File: src/rtl/xosera_pkg.sv
// Shared bus definitions: register numbers and the bus-access type used by bus_strobe_sync.
package xosera_pkg;

    typedef enum logic [1:0] {
        IDLE  = 2'd0,
        WRITE = 2'd1,
        READ  = 2'd2
    } bus_access_t;

    localparam logic [3:0] XM_XR_ADDR   = 4'h0;
    localparam logic [3:0] XM_XR_DATA   = 4'h1;
    localparam logic [3:0] XM_RD_INCR   = 4'h2;
    localparam logic [3:0] XM_RD_ADDR   = 4'h3;
    localparam logic [3:0] XM_WR_INCR   = 4'h4;
    localparam logic [3:0] XM_WR_ADDR   = 4'h5;
    localparam logic [3:0] XM_DATA      = 4'h6;
    localparam logic [3:0] XM_DATA_2    = 4'h7;
    localparam logic [3:0] XM_SYS_CTRL  = 4'h8;
    localparam logic [3:0] XM_TIMER     = 4'h9;
    localparam logic [3:0] XM_LAST      = 4'hF;

endpackage

File: src/rtl/bus_sync_ff.sv
// Parameterized-depth flip-flop synchronizer; every stage resets asynchronously to 0.
module bus_sync_ff #(
    parameter int STAGES = 2
) (
    input  logic clk,
    input  logic rst,
    input  logic d,
    output logic q
);

    logic [STAGES-1:0] sync_reg;

    always_ff @(posedge clk or posedge rst) begin
        if (rst) begin
            sync_reg <= '0;
        end else begin
            sync_reg <= {sync_reg[STAGES-2:0], d};
        end
    end

    assign q = sync_reg[STAGES-1];

endmodule

File: src/rtl/bus_strobe_sync.sv
// Turns an asynchronous active-low bus chip-select into one-cycle read/write strobes with latched fields.
// Optional macro BUS_DEGLITCH_EN: require two consecutive synchronized low samples before an access starts.
module bus_strobe_sync
    import xosera_pkg::*;
#(
    parameter int SYNC_STAGES = 2
) (
    input  logic        clk,
    input  logic        reset_i,
    input  logic        bus_cs_n_i,
    input  logic        bus_rd_nwr_i,
    input  logic [3:0]  bus_reg_num_i,
    input  logic        bus_bytesel_i,
    input  logic [7:0]  bus_data_i,
    output logic [7:0]  bus_data_o,
    input  logic [15:0] rd_word_i,
    output logic        write_strobe_o,
    output logic        read_strobe_o,
    output logic [3:0]  reg_num_o,
    output logic        bytesel_o,
    output logic [7:0]  bytedata_o
);

    logic        cs_sync;
    logic        access_start;
    bus_access_t access_reg;

    bus_sync_ff #(
        .STAGES(SYNC_STAGES)
    ) cs_sync_ff (
        .clk(clk),
        .rst(reset_i),
        .d  (bus_cs_n_i),
        .q  (cs_sync)
    );

`ifdef BUS_DEGLITCH_EN
    // [0] = previous cs_sync, [1] = the one before; start needs high, low, low.
    logic [1:0] cs_hist_reg;

    always_ff @(posedge clk or posedge reset_i) begin
        if (reset_i) begin
            cs_hist_reg <= 2'b00;
        end else begin
            cs_hist_reg <= {cs_hist_reg[0], cs_sync};
        end
    end

    assign access_start = !cs_sync && !cs_hist_reg[0] && cs_hist_reg[1];
`else
    logic cs_prev_reg;

    always_ff @(posedge clk or posedge reset_i) begin
        if (reset_i) begin
            cs_prev_reg <= 1'b0;
        end else begin
            cs_prev_reg <= cs_sync;
        end
    end

    assign access_start = !cs_sync && cs_prev_reg;
`endif

    // Bus fields are sampled raw: the protocol holds them stable well before CS falls.
    always_ff @(posedge clk or posedge reset_i) begin
        if (reset_i) begin
            access_reg <= IDLE;
            reg_num_o  <= 4'h0;
            bytesel_o  <= 1'b0;
            bytedata_o <= 8'h00;
        end else if (access_start) begin
            access_reg <= bus_rd_nwr_i ? READ : WRITE;
            reg_num_o  <= bus_reg_num_i;
            bytesel_o  <= bus_bytesel_i;
            bytedata_o <= bus_data_i;
        end else begin
            access_reg <= IDLE;
        end
    end

    always_ff @(posedge clk or posedge reset_i) begin
        if (reset_i) begin
            write_strobe_o <= 1'b0;
            read_strobe_o  <= 1'b0;
        end else begin
            write_strobe_o <= (access_reg == WRITE);
            read_strobe_o  <= (access_reg == READ);
        end
    end

    // The register block presents rd_word_i during the read-strobe cycle.
    always_ff @(posedge clk or posedge reset_i) begin
        if (reset_i) begin
            bus_data_o <= 8'h00;
        end else if (read_strobe_o) begin
            bus_data_o <= bytesel_o ? rd_word_i[7:0] : rd_word_i[15:8];
        end
    end

endmodule

File: config.mk
export PLATFORM = sky130hd
export DESIGN_NAME = bus_strobe_sync
export DESIGN_NICKNAME = d
export VERILOG_FILES = /design/src/rtl/xosera_pkg.sv /design/src/rtl/bus_sync_ff.sv /design/src/rtl/bus_strobe_sync.sv
export SDC_FILE = /design/constraint.sdc
export NUM_CORES = 1
export LEC_CHECK = 0
export ABC_CLOCK_PERIOD_IN_PS = 2100
export CAP_MARGIN = 20
export CORE_MARGIN = 2
export CORE_UTILIZATION = 35
export CTS_CLUSTER_SIZE = 30
export DETAILED_ROUTE_END_ITERATION = 16
export DONT_BUFFER_PORTS = 1
export GPL_TIMING_DRIVEN = 1
export PLACE_DENSITY = 0.49
export SYNTH_ARGS = -nofsm -noshare
export SYNTH_HDL_FRONTEND = slang
export SYNTH_HIERARCHICAL = 1
export SYNTH_SLANG_ARGS = --single-unit
File: constraint.sdc
create_clock -name clk -period 2.1 [get_ports clk]
set_input_delay 0.42 -clock clk [delete_from_list [all_inputs] [get_ports clk]]
set_output_delay 0.42 -clock clk [all_outputs]
set_load 0.05 [all_outputs]
==> results of run 1 <==
logic make-up (layout without fill, tap and decap cells):
group,Yosys count,after routing,share of synthesized area (%)
compound gates,8,8,3.57
simple gates,13,13,6.14
buf+inv,7,9,4.91
flops,28,28,62.5
mux,21,21,22.9
layout by cell type (no fill, tap or decap), drive strengths merged:
| cell type | n |
|---|---|
| buf | 2 |
| dfrtp | 28 |
| a21oi | 8 |
| dlygate4sd3 | 1 |
| mux2i | 8 |
| clkbuf | 4 |
| and2 | 1 |
| nor2 | 8 |
| nor2b | 4 |
| inv | 2 |
| mux2 | 13 |
through the flow:
stage	utilization [%]	hold slack [ns]
2_1_floorplan	-	0.161
3_3_place_gp	37.5	0.165
3_5_place_dp	37.5	0.169
4_1_cts	39.0	0.0217
5_1_grt	39.0	0.0443
6_report	39.0	0.0234
report_power, final:
group          internal, uW  total (uW)  switching (uW)
combinational          79.8         129            49.2
sequential              609         926             317
clock                   106         252             146
total                   795        1310             513
final cells by class:
| class | count | area, um2 |
|---|---|---|
| fill | 300 | 1860 |
| sequential | 28 | 701 |
| multi-input combinational | 42 | 365 |
| tap | 44 | 55.1 |
| clock buffer | 4 | 36.3 |
| timing repair buffer | 3 | 25.0 |
| inverter | 2 | 7.51 |
synth_stat cells:
master	number	area, um2
buf_4	1	7.51
dfrtp_1	28	701
buf_12	1	20.0
clkbuf_1	1	3.75
mux2_4	8	120
nor2_1	8	30.0
buf_6	1	11.3
mux2_2	5	56.3
mux2i_1	8	80.1
inv_1	2	7.51
buf_2	1	5.00
nor2b_1	3	18.8
a21oi_1	8	40.0
and2_1	1	6.26
nor2b_4	1	13.8
worst paths after layout:
path                                        startpoint  slack, ns  depth (start not counted)                     end
worst min-delay path                           reset_i       0.02                          2            reg_num_o[0]
worst min register to register  cs_sync_ff/sync_reg[0]       0.38                          0  cs_sync_ff/sync_reg[1]
min in group clk                            bus_cs_n_i       0.11                          0  cs_sync_ff/sync_reg[0]
worst max register to register               bytesel_o       0.68                          2           bus_data_o[7]
worst max-delay path                         bytesel_o       0.41                          0               bytesel_o
max in group asynchronous                      reset_i       1.63                          2  cs_sync_ff/sync_reg[1]
metal layers:
| layer | vias up | GRT usage (%) |
|---|---|---|
| met5 | - | 0 |
| met4 | 0 | 3.73 |
| met3 | 2 | 4.26 |
| met2 | 28 | 17.5 |
| met1 | 282 | 10.4 |
| li1 | 261 | - |
==> reports/qor.txt, run 1 <==
Period minus WS final = 1.69 ns
RSZ-0062 raised after global routing = false
Final setup violation count = 0
ANT cells = 0
Die Height = 60.6 um
Clock-pin slew on the worst setup and hold paths = 0.14 ns
Post-Place Setup Slack = 0.674 ns
CTS Hold Bufs = 1
Final Hold Vio Count = 0
Mapped Area = 1120 um2
Met3 WL post-DR = 139 um
Gr ovfl total = 0
Worst Path Arrival = 1.27 ns
WS Path Type = reg2out
Yosys warns = 6
Overall Global Routing Usage = 9.91%
Routed Antenna Nets = 0
Mean Syn Cell Area = 14.6 um2
TritonCTS Buffers = 3
Max-cap violations = 0
Slew Limit Headroom = 40.5%
CTS Buffer Depth = 2
# resized after CTS = 0
Placed wire-length estimate = 1260 um
Design area = 1190 um2
Die outline area = 3670 um2
CTS Root Cell = clkbuf_4
Setup ws final = 0.410 ns
Area post-placement = 1140 um2
Hold Crit Class = in2async
DRC viols = 0
Crit Path Max Fanout = 10
CTS tree = done
IO Count = 56
Final wirelength = 1720 um
Power Total = 1310 uW
Max Freq = 0.592 GHz
Largest net degree at the start of global routing = 27
Post-route setup TNS = 0 ns
WL met1 = 682 um
Required time of the critical path = 1.68 ns
Wirelength per Cell = 14.0 um
First-pass GRT wire length = 2600 um
Biggest regs = bus_data_o: 8 flops, bytedata_o: 8 flops, reg_num_o: 4 flops
Mapped Cells = 77
Final Max Slew Viols = 0
P per Cell Area = 1100 nW/um2
LEAKAGE = 0.000549 uW
Initial Util = 36.7%
Vias in the first global route = 564
H-Tree Depth = 1
Initial antenna violation count = 0
Syn Nets = 110
Core area = 3050 um2
Post-layout nets = 113
Synthesized flop and latch total = 28
Clk Latency, worst-skew pair = 0.32 ns
Status = complete, no violations
Port bufs = 0
Worst setup SP type = flip-flop
Final setup skew = 0.00236 ns
Synth unique cells = 15
DR vias/cell = 4.66
Starting DRC count in detailed routing = 10
Drt pass-1 iters = 2
Sequential element share of the synthesized area = 62.5%
Post-CTS setup buffer count = 0
CP endpoint kind = output pin
Die X = 60.6 um
RD Place Congestion = 0.540
Met2 wire length = 881 um
Slew @ Worst Pin = 0.892 ns
Tcrit/Tclk final = 80.5%
Max IR drop VDD = 0.571 mV
Placed cells = 118
Non-Filler Instances = 123
CTS Sinks = 28
Max layer used = met4
# rows = 20
Via Count = 573
Area grow syn2layout = 6.14%
Share of layout cells above drive strength 1 = 25.3%
Power figures use the tool's default switching activity.
==> inputs of run 2 (changes only) <==
ABC_CLOCK_PERIOD_IN_PS = 1500   (was 2100)
PLACE_DENSITY = 0.51   (was 0.49)
clock period = 1.5 ns   (was 2.1 ns; I/O delays follow)
==> run 2 against run 1 <==
  * Via count up 4.5%
  * Global-route usage up 0.12 points
  * Largest cell class unchanged
  * Clock skew down 0.0012 ns
  * Critical endpoint is now bytedata_o[4]
  * Clock power up 91%
==> reports/qor.txt, run 2 (synthesis gave the netlist of run 1 again) <==
Die X = 60.6 um
Post-layout nets = 118
Tcrit/Tclk final = 86.6%
DRC viols = 0
Setup ws final = 0.201 ns
Met3 usage = 4.90%
Top Usage Layer GRT = met2
ANT cells = 0
Required time of the critical path = 1.20 ns
Final setup violation count = 0
Via Count = 599
Max IR drop VDD = 0.577 mV
Largest net degree at the start of global routing = 27
Hold Crit Class = in2reg
Area occupied by multi-input gates = 365 um2
# rows = 20
Port bufs = 0
Final Hold Vio Count = 0
Wirelength per Cell = 14.4 um
Max Freq = 0.770 GHz
RSZ-0062 raised after global routing = false
Most common cell after layout, fill and taps aside = dfrtp_1
Overall Global Routing Usage = 10.0%
RD Place Congestion = 0.585
Final wirelength = 1840 um
Slew @ Worst Pin = 0.499 ns
Status = complete, no violations
Initial antenna violation count = 0
Routed Antenna Nets = 0
Starting DRC count in detailed routing = 16
CTS tree = done
CTS Root Cell = clkbuf_4
Area post-placement = 1170 um2
First-pass GRT wire length = 2620 um
CP endpoint kind = output pin
TritonCTS Buffers = 3
Share of layout cells above drive strength 1 = 27.4%
CTS Buffer Depth = 2
Post-Place Setup Slack = 0.224 ns
LEAKAGE = 0.000579 uW
CTS Sinks = 28
Gr ovfl total = 0
P per Cell Area = 1590 nW/um2
Filler cell count = 302
Sequential Area = 701 um2
Final Max Slew Viols = 0
Area grow syn2layout = 11.4%
Drt pass-1 iters = 3
WS Path Type = reg2out
# resized after CTS = 0
Clock-pin slew on the worst setup and hold paths = 0.14 ns
DR vias/cell = 4.68
Final setup skew = 0.00119 ns
Worst Path Arrival = 1.00 ns
IO Count = 56
Initial Util = 36.7%
Max-cap violations = 0
Post-route setup TNS = 0 ns
M1 GR Usage = 9.41%
Die Height = 60.6 um
Crit Path Max Fanout = 2
H-Tree Depth = 1
Vias in the first global route = 585
Die outline area = 3670 um2
Biggest regs = bus_data_o: 8 flops, bytedata_o: 8 flops, reg_num_o: 4 flops
Core area = 3050 um2
Worst setup SP type = flip-flop
Placed wire-length estimate = 1350 um
Slew Limit Headroom = 66.8%
Period minus WS final = 1.30 ns
Design area = 1250 um2
Clk Latency, worst-skew pair = 0.32 ns
Met2 Use GR = 18.1%
Commonest cells after routing, fill and taps aside = 28 x dfrtp_1, 8 x mux2i_1, 8 x nor2_1, 8 x a21oi_1, 8 x mux2_4
==> run 2: changes by cell type in the layout (fill, tap and decap cells not counted) <==
cell	change
bufinv_16	+1
dlygate4sd3_1	+2
buf_4	+3
clkbuf_8	-1
==> run 2: what timing repair did <==
item / in CTS / in global routing
hold buffers: 2 / 1
endpoints found under the hold margin: 29 / 1
setup endpoints to repair: 0 / 0
setup buffers: 0 / 0
==> run 2: cell type report <==
cell class,instances,area share [%]
Multi-Input combinational cell,42,29.3
Clock buffer,3,1.80
Inverter,2,0.601
Clock inverter,1,2.40
Timing Repair Buffer,8,5.41
Tap cell,44,4.41
Sequential cell,28,56.1
==> run 2: final timing paths <==
kind                                     endpoint              startpoint  slack (ns)  depth (start not counted)
max in group asynchronous           bus_data_o[7]                 reset_i        0.79                          3
min reg2reg                cs_sync_ff/sync_reg[1]  cs_sync_ff/sync_reg[0]        0.37                          0
max reg2reg                         bytedata_o[4]  cs_sync_ff/sync_reg[1]        0.22                          3
min in group asynchronous  cs_sync_ff/sync_reg[0]                 reset_i        0.26                          2
max                                 bytedata_o[4]           bytedata_o[4]        0.20                          0
min                                 access_reg[1]            bus_rd_nwr_i         0.1                          1
==> run 2: power by group <==
part           total, uW  switching (uW)  internal, uW  leakage (uW)
registers           1270             417           853      0.000327
clock network        482             212           270     0.0000279
logic                227             102           125      0.000224
total               1980             731          1250      0.000579
==> run 2: metal layers <==
| metal | part of all wire [%] | wire length [um] |
|---|---|---|
| met1 | 38 | 695 |
| met4 | 1.0 | 19 |
| met3 | 11 | 199 |
| met5 | 0 | 0 |
| met2 | 50 | 927 |
==> run 2: stage by stage <==
step           power [uW]  cells  hold slack (ns)  util (%)
5_1_grt              2080    128           0.0654      40.9
3_3_place_gp         1500    121           0.0470      38.2
2_1_floorplan        1460     77           0.0412         -
3_5_place_dp         1510    121           0.0516      38.2
6_report             1980    128           0.0979      40.9
4_1_cts              2010    127          0.00190      40.6
